$ cat config.mk
export PLATFORM = sky130hd
export DESIGN_NAME = nand_cycle_sequencer
export DESIGN_NICKNAME = d
export VERILOG_FILES = /design/src/rtl/nand_cycle_sequencer.sv
export SDC_FILE = /design/constraint.sdc
export NUM_CORES = 1
export LEC_CHECK = 0
export ABC_AREA = 1
export CAP_MARGIN = 20
export CORE_MARGIN = 5
export CORE_UTILIZATION = 45
export DETAILED_ROUTE_END_ITERATION = 16
export GPL_TIMING_DRIVEN = 0
export PLACE_DENSITY = 0.7
export SYNTH_ARGS = -nofsm -noshare
export SYNTH_HDL_FRONTEND = slang
export SYNTH_SLANG_ARGS = --single-unit
$ cat constraint.sdc
create_clock -name clk -period 2.3 [get_ports clk]
set_clock_uncertainty 0.2 [all_clocks]
set_input_delay 0.46 -clock clk [delete_from_list [all_inputs] [get_ports clk]]
set_output_delay 0.46 -clock clk [all_outputs]
set_load 0.02 [all_outputs]
$ cat src/rtl/nand_cycle_sequencer.sv
// Raw ONFI-style NAND bus cycle sequencer: CMD/ADDR/WRDATA/RDDATA byte ops with
// programmable we/re pulse timing, optional R/B wait with timeout, and ce hold across ops.
module nand_cycle_sequencer #(
    parameter int T_WP       = 3,
    parameter int T_WH       = 2,
    parameter int T_RP       = 3,
    parameter int T_REH      = 2,
    parameter int T_WB       = 6,
    parameter int RB_TIMEOUT = 1000000
) (
    input  logic       clk,
    input  logic       rst,
    input  logic       op_valid,
    output logic       op_ready,
    input  logic [1:0] op_type,
    input  logic [7:0] op_data,
    input  logic       op_wait_rb,
    input  logic       op_last,
    output logic [7:0] rd_data,
    output logic       rd_valid,
    output logic       timeout,
    output logic       ce,
    output logic       cle,
    output logic       ale,
    output logic       we,
    output logic       re,
    output logic [7:0] io_write,
    output logic       io_drive_en,
    input  logic [7:0] io_in,
    input  logic       rb
);
    // state  | meaning
    // IDLE   | op_ready high, waiting for op_valid
    // SETUP  | ce/cle/ale/io set up, one cycle
    // PULSE  | we or re low for T_WP / T_RP cycles
    // HOLD   | we/re high, bus stable for T_WH / T_REH cycles
    // WB     | T_WB cycles with rb ignored
    // RBWAIT | wait for rb high, bounded by RB_TIMEOUT

    localparam int M_A   = (T_WP > T_WH) ? T_WP : T_WH;
    localparam int M_B   = (T_RP > T_REH) ? T_RP : T_REH;
    localparam int M_C   = (T_WB > RB_TIMEOUT) ? T_WB : RB_TIMEOUT;
    localparam int M_AB  = (M_A > M_B) ? M_A : M_B;
    localparam int MAX_T = (M_AB > M_C) ? M_AB : M_C;
    localparam int CW    = $clog2(MAX_T + 1);

    localparam logic [1:0] OP_CMD  = 2'b00;
    localparam logic [1:0] OP_ADDR = 2'b01;
    localparam logic [1:0] OP_RD   = 2'b11;

    typedef enum logic [2:0] {IDLE, SETUP, PULSE, HOLD, WB, RBWAIT} state_t;

    state_t        state;
    logic [CW-1:0] cnt;
    logic [1:0]    type_q;
    logic          wait_q;
    logic          last_q;
    logic          is_rd;

    assign is_rd = (type_q == OP_RD);

    // The ce register doubles as the ce-hold flag: it stays low between non-last ops.
    always_ff @(posedge clk) begin
        if (!rst) begin
            state       <= IDLE;
            cnt         <= '0;
            type_q      <= OP_CMD;
            wait_q      <= 1'b0;
            last_q      <= 1'b0;
            op_ready    <= 1'b0;
            rd_data     <= 8'h00;
            rd_valid    <= 1'b0;
            timeout     <= 1'b0;
            ce          <= 1'b1;
            cle         <= 1'b0;
            ale         <= 1'b0;
            we          <= 1'b1;
            re          <= 1'b1;
            io_write    <= 8'h00;
            io_drive_en <= 1'b0;
        end else begin
            rd_valid <= 1'b0;
            timeout  <= 1'b0;
            case (state)
                IDLE: begin
                    if (op_valid && op_ready) begin
                        state    <= SETUP;
                        op_ready <= 1'b0;
                        type_q   <= op_type;
                        wait_q   <= op_wait_rb;
                        last_q   <= op_last;
                        ce       <= 1'b0;
                        cle      <= (op_type == OP_CMD);
                        ale      <= (op_type == OP_ADDR);
                        if (op_type != OP_RD) begin
                            io_drive_en <= 1'b1;
                            io_write    <= op_data;
                        end else begin
                            io_drive_en <= 1'b0;
                        end
                    end else begin
                        op_ready <= 1'b1;
                    end
                end
                SETUP: begin
                    state <= PULSE;
                    if (is_rd) begin
                        re  <= 1'b0;
                        cnt <= CW'(T_RP - 1);
                    end else begin
                        we  <= 1'b0;
                        cnt <= CW'(T_WP - 1);
                    end
                end
                PULSE: begin
                    if (cnt == '0) begin
                        state <= HOLD;
                        we    <= 1'b1;
                        re    <= 1'b1;
                        if (is_rd) begin
                            rd_data <= io_in;
                            cnt     <= CW'(T_REH - 1);
                        end else begin
                            cnt <= CW'(T_WH - 1);
                        end
                    end else begin
                        cnt <= cnt - 1'b1;
                    end
                end
                HOLD: begin
                    if (cnt == '0) begin
                        cle         <= 1'b0;
                        ale         <= 1'b0;
                        io_drive_en <= 1'b0;
                        rd_valid    <= is_rd;
                        if (wait_q) begin
                            state <= WB;
                            cnt   <= CW'(T_WB - 1);
                        end else begin
                            state    <= IDLE;
                            op_ready <= 1'b1;
                            if (last_q) ce <= 1'b1;
                        end
                    end else begin
                        cnt <= cnt - 1'b1;
                    end
                end
                WB: begin
                    if (cnt == '0) begin
                        state <= RBWAIT;
                        cnt   <= CW'(RB_TIMEOUT - 1);
                    end else begin
                        cnt <= cnt - 1'b1;
                    end
                end
                RBWAIT: begin
                    if (rb) begin
                        state    <= IDLE;
                        op_ready <= 1'b1;
                        if (last_q) ce <= 1'b1;
                    end else if (cnt == '0) begin
                        state    <= IDLE;
                        op_ready <= 1'b1;
                        timeout  <= 1'b1;
                        ce       <= 1'b1;
                    end else begin
                        cnt <= cnt - 1'b1;
                    end
                end
                default: state <= IDLE;
            endcase
        end
    end
endmodule

==> flow_summary_export.csv, run 1 <==
group,metric,value,unit
min_path,hold_depth,2,
sta,slew_headroom,0.524,
drt,first_pass_iters,4,
die,die_h,92.2,µm
layout,diodes,0,
setup_path,start_kind,"flip-flop",
power,static-leakage-power,1.67,nW
global_routing,antenna_found_initial,0,
min_path,hp-class,"reg -> reg",
clocking,cts.clk_slew.worst_paths,0.11,ns
sta,finalSetupTns,0,ns
setup_path,worstPathRequired,2.31,ns
drt,ant_nets,0,
yosys,synth_edf_count,0,
min_path,hold_start,"type_q[0]$_SDFFE_PN0P_",
layout,fillCellCount,670,
sta,slew_viol_final,0,
drt,dr_total_vias,3094,
drt,avgViaCountPerCell,5.14,
yosys,postSynthAreaPerCell,6.54,µm²
yosys,syn_nets,491,
drt,drc,0,
placed_design,gp_congestion,0.915,
layout,nNetsFinal,547,
clocking,cts_tree,"yes",
die,start_util,0.455,
setup_path,worstPathMaxFanout,9,
layout,drive_above_1_share,0.111,
global_routing,grt_pass1_wl,13400,µm
yosys,synthCells,465,
layout,utilization,0.559,
sta,fmaxAchievable,0.457,GHz
die,core.rowCount,30,
run_status,run_status,"complete, no violations",
setup_path,cp.arrival,2.20,ns
clocking,clk_latency,0.32,ns
sta,worst_slack,0.111,ns
sta,finalSetupViolations,0,
sta,rsz0062_at_grt,"yes",
setup_path,reg2reg_from,"state[2]$_SDFFE_PN0P_",
layout,finalNonFillerCells,602,
global_routing,grt_overflow,0,
setup_path,criticalPathCategory,"reg -> reg",
yosys,netlist_area,3040,µm²
min_path,hold_path_end,"type_q[0]$_SDFFE_PN0P_",
run,maxCapViolations,0,
yosys,yosysWarnings,0,
yosys,seq_area_frac_synth,0.342,
clocking,cts.sinks,52,
clocking,cts_buffer_depth,2,
global_routing,grt_pass1_vias,2898,
die,fp.dieArea,8510,µm²
clocking,clockRootBuffer,"clkbuf_8",
clocking,cts_htree_levels,2,
placed_design,port_buffers,48,
placed_design,dp_hpwl,6080,µm
die,coreArea,6680,µm²
yosys,ys_ff_latch,52,
setup_path,endpoint_kind,"flip-flop",
power,ir_drop,0.000598,V
clocking,cts_made_buffers,5,
placed_design,pre_cts_ws,-0.102,ns
sta,min_period_over_period,0.952,
setup_path,reg2reg_to,"cnt[1]$_SDFFE_PN0P_",
clocking,postCtsHoldBufs,0,
placed_design,place_area,3620,µm²
yosys,yosys_most_used_dff,"dfxtp_1",
sta,hold_viol_final,0,
sta,finalCriticalPeriod,2.19,ns
layout,area_growth,22.8,%
global_routing,grt_usage,0.192,
drt,wl_per_cell,13.3,µm
drt,wirelength,8010,µm
power,p_per_area,1480,nW/µm²
placed_design,placed_cells,593,
yosys,async_flop_share,0,
setup_path,ff2ff_path_depth,10,
layout,final_area,3740,µm²
die,io_pins,49,
sta,tightest_slew,0.714,ns
yosys,synth.distinct_cells,33,
setup_path,reg2reg_slack,0.11,ns
layout,multi_input_area,1750,µm²
global_routing,grt_max_degree,19,
drt,drt-initial-drc-count,137,
die,fp.dieW,92.2,µm
layout,seq_area,1040,µm²
==> how the worst max path moves through the flow <==
stage                          startpoint                        to  slack [ns]  cells past startpoint
global placement                 op_valid  io_write[3]$_SDFFE_PN0P_       -0.07                      7
finish              state[2]$_SDFFE_PN0P_       cnt[1]$_SDFFE_PN0P_        0.11                     10
floorplan             cnt[0]$_SDFFE_PN0P_       cnt[6]$_SDFFE_PN0P_        0.48                     12
CTS                 state[2]$_SDFFE_PN0P_       cnt[1]$_SDFFE_PN0P_        0.05                     10
detailed placement               op_valid  io_write[5]$_SDFFE_PN0P_       -0.10                      7
global route          cnt[0]$_SDFFE_PN0P_       cnt[1]$_SDFFE_PN0P_       -0.02                     11
==> cell type report <==
type / instances / share of cell area
Clock buffer: 5 / 0.0184
Sequential cell: 52 / 0.279
Buffer: 12 / 0.0241
Timing Repair Buffer: 49 / 0.131
Inverter: 45 / 0.0459
Multi-Input combinational cell: 356 / 0.469
Tap cell: 80 / 0.0268
Clock inverter: 3 / 0.00670
==> cells in the mapped netlist (4+ instances only) <==
master,n,share of area
nor2_1,91,0.11
inv_1,36,0.044
a21oi_1,19,0.031
clkbuf_1,4,0.0049
nor3_1,5,0.0082
nand4_1,11,0.023
nand2_2,11,0.023
dfxtp_1,52,0.34
nand3_1,39,0.064
xor2_1,6,0.017
o211ai_1,4,0.0099
inv_2,6,0.0074
a21oi_2,9,0.026
o21ai_0,29,0.048
nand2_1,110,0.14
==> kinds of logic after synthesis <==
logic type	count (synthesis)	share of synthesized area
buffers and inverters	57	0.0851
adders and majority gates	2	0.00822
xor gates and xnor gates	9	0.0259
AOI/OAI and AO/OA	62	0.116
DFF	52	0.342
and+or+nand+nor	283	0.422
==> what timing repair did <==
action / 4_1_cts / 5_1_grt
resized for setup: 0 / 4
setup buffers: 0 / 1
setup endpoints to repair: 0 / 16
==> cell usage in the layout, fill, tap and decap left out, types with 3 or more instances in the layout <==
master	n
xor2_1	6
nor3_1	4
nand2_1	109
nand2_2	12
dfxtp_1	52
a21oi_1	19
clkdlybuf4s50_1	48
o211ai_1	4
buf_4	3
nor2_2	4
clkbuf_1	4
nand4_1	11
inv_1	36
a21oi_2	9
xnor2_1	3
o21ai_0	29
nand3_1	39
inv_2	6
nor2_1	90
clkbuf_8	5
==> through the flow <==
stage	hold WS (ns)	total power, mW
CTS	0.275	5.49
global placement	0.251	4.85
detailed placement	0.255	4.92
floorplan	0.241	4.08
finish	0.270	5.52
global route	0.299	6.06
==> critical path, cell delays in order, from the launching register on <==
cell      delay [ns]
dfxtp_1         0.34
buf_6           0.13
inv_2           0.08
nand3_1         0.20
clkinv_1        0.35
o21ai_1         0.31
nand2_2         0.19
nand2_1         0.10
nand2_1         0.06
nor2_1          0.08
nor2_1          0.05
==> sequential cells by signal (all words and copies together), names as in the netlist, 2 cells and up <==
register,count
type_q,2
rd_data,8
cnt,20
state,3
io_write,8
==> power breakdown <==
| group | internal [mW] | switching [mW] | leakage (nW) |
|---|---|---|---|
| Combinational | 1.33 | 2.36 | 1.20 |
| Sequential | 1.09 | 0.178 | 0.423 |
| Clock | 0.223 | 0.344 | 0.0452 |
| Total | 2.64 | 2.88 | 1.67 |
==> metal layers <==
metal / vias to the layer above / GRT usage / wire length [µm]
met2: 58 / 0.338 / 3840
met5: - / 0 / 0
li1: 1611 / - / -
met1: 1415 / 0.246 / 3690
met3: 10 / 0.0320 / 378
met4: 0 / 0.0433 / 95
No activity file was read; power rests on OpenSTA's default activity.
==> run 2: changes to the inputs <==
--- a/config.mk
+++ b/config.mk
@@ -9,9 +9,10 @@
 export CAP_MARGIN = 20
 export CORE_MARGIN = 5
 export CORE_UTILIZATION = 45
+export CTS_BUF_LIST = sky130_fd_sc_hd__clkbuf_4 sky130_fd_sc_hd__clkbuf_8 sky130_fd_sc_hd__clkbuf_16
 export DETAILED_ROUTE_END_ITERATION = 16
 export GPL_TIMING_DRIVEN = 0
-export PLACE_DENSITY = 0.7
+export PLACE_DENSITY = 0.74
 export SYNTH_ARGS = -nofsm -noshare
 export SYNTH_HDL_FRONTEND = slang
 export SYNTH_SLANG_ARGS = --single-unit
==> run 2 against run 1 <==
Net effect:
- sequential power is essentially flat
- critical path depth is the same
- worst hold slack gained 0.0044 ns
- die area is the same
- via count shrank 0.87%
- non-clock buffer count is the same
- core utilization is the same
- global-route usage is essentially flat
- wire length shrank 0.90%
- total power grew 0.37%
- combinational power is essentially flat
- sequential cell count is the same
==> flow_summary_export.csv, run 2 (same netlist as run 1, synthesis figures left out) <==
group,metric,value,unit
sta,slew_viol_final,0,
setup_path,criticalPathCategory,"reg -> reg",
clocking,cts_buffer_depth,2,
drt,wl_per_cell,13.2,µm
clocking,cts.clk_slew.worst_paths,0.11,ns
setup_path,worstPathRequired,2.31,ns
layout,area_growth,22.8,%
global_routing,grt_max_degree,18,
clocking,clk_latency,0.32,ns
layout,largest_reg_flops,20,
sta,rsz0062_at_grt,"yes",
drt,drc,0,
setup_path,start_kind,"flip-flop",
sta,slew_headroom,0.513,
sta,finalCriticalPeriod,2.15,ns
run,maxCapViolations,0,
sta,hold_viol_final,0,
layout,layout_commonest_cell,"nand2_1",
clocking,cts_htree_levels,2,
sta,fmaxAchievable,0.466,GHz
die,die_h,92.2,µm
min_path,hp-class,"reg -> reg",
drt,ant_nets,0,
drt,drt-initial-drc-count,169,
sta,finalSetupViolations,0,
placed_design,dp_hpwl,5990,µm
clocking,postCtsHoldBufs,0,
global_routing,grt_overflow,0,
power,ir_drop,0.000629,V
layout,final_cell_mix,"nand2_1, nor2_1, dfxtp_1, clkdlybuf4s50_1, nand3_1",
layout,top_regs,"cnt x20, io_write x8, rd_data x8",
layout,regMostFlops,"cnt",
global_routing,met3_usage,0.0410,
sta,hold_ws,0.274,ns
global_routing,use_met1,0.237,
clocking,clockRootBuffer,"clkbuf_8",
power,power,5.54,mW
layout,drive_above_1_share,0.111,
global_routing,grt_pass1_wl,13400,µm
power,static-leakage-power,1.66,nW
layout,diodes,0,
die,fp.dieW,92.2,µm
drt,avgViaCountPerCell,5.09,
drt,wirelength,7930,µm
die,io_pins,49,
setup_path,crit_chain,"inv_1, ha_1, nand2_1, nor2_4, nand4_1, nand2_4, nor2_4, nand3_1, nand2_1, nor2_1",
drt,first_pass_iters,4,
setup_path,cp_slowest_cell,"dfxtp_1",
sta,finalSetupTns,0,ns
drt,dr_total_vias,3067,
die,core.rowCount,30,
setup_path,endpoint_kind,"flip-flop",
die,start_util,0.455,
global_routing,busiest_layer,"met2",
setup_path,max_stage_delay,0.38,ns
clocking,cts_tree,"yes",
die,coreArea,6680,µm²
global_routing,grt_usage,0.193,
setup_path,worstPathMaxFanout,7,
placed_design,gp_congestion,0.897,
layout,finalNonFillerCells,602,
layout,fillCellCount,656,
sta,min_period_over_period,0.933,
run_status,run_status,"complete, no violations",
setup_path,cp.arrival,2.16,ns
placed_design,placed_cells,593,
layout,nNetsFinal,547,
power,p_per_area,1480,nW/µm²
sta,tightest_slew,0.731,ns
global_routing,grt_pass1_vias,2929,
placed_design,port_buffers,48,
global_routing,grt.met2_usage,0.332,
clocking,cts_made_buffers,5,
die,fp.dieArea,8510,µm²
global_routing,antenna_found_initial,0,
clocking,cts.sinks,52,
run 2: final timing paths:
path                                from                     end  slack (ns)  cells after the start
hold / removal    type_q[0]$_SDFFE_PN0P_  type_q[0]$_SDFFE_PN0P_        0.27                      2
hold reg to reg   type_q[0]$_SDFFE_PN0P_  type_q[0]$_SDFFE_PN0P_        0.27                      2
setup reg to reg     cnt[0]$_SDFFE_PN0P_    cnt[10]$_SDFFE_PN0P_        0.15                     10
setup / recovery     cnt[0]$_SDFFE_PN0P_    cnt[10]$_SDFFE_PN0P_        0.15                     10
run 2: critical path, delay by kind of cell (launching register included):
family	cells	cell delay (ns)
adders and majority gates	1	0.26
and+or+nand+nor	8	1.07
buffers and inverters	1	0.12
DFF	1	0.38
run 2: through the flow:
| stage | util | area, µm² | worst slack (ns) |
|---|---|---|---|
| after global placement | 0.542 | 3620 | -0.0457 |
| after detailed placement | 0.542 | 3620 | -0.0713 |
| after global routing | 0.559 | 3740 | -0.0120 |
| final | 0.559 | 3740 | 0.153 |
| after CTS | 0.556 | 3720 | 0.0783 |
| after floorplan | - | 3040 | 0.479 |
run 2: power breakdown:
part	internal, mW	leakage [nW]	switching [mW]	total (mW)
clock	0.216	0.0404	0.335	0.552
combinational	1.33	1.20	2.39	3.72
sequential	1.09	0.423	0.179	1.27
total	2.64	1.66	2.91	5.54
run 2: final cells by class:
type,instances,area (µm²),area share
flip-flops and latches,52,1040,0.279
clock buffers,5,68.8,0.0184
plain buffers,12,87.6,0.0234
well taps,80,100,0.0268
inverters,45,175,0.0469
clock inverters,3,23.8,0.00636
multi-input cells,356,1750,0.469
repair buffers,49,488,0.131
run 2: layer usage:
layer | routed length [µm] | share of wire
met2 | 3900 | 0.49
met3 | 395 | 0.050
met4 | 108 | 0.014
met1 | 3530 | 0.44
met5 | 0 | 0
run 2: repair_timing:
action	in CTS	in global routing
resized for setup	0	4
endpoints found under the setup margin	0	18
setup buffers	0	1
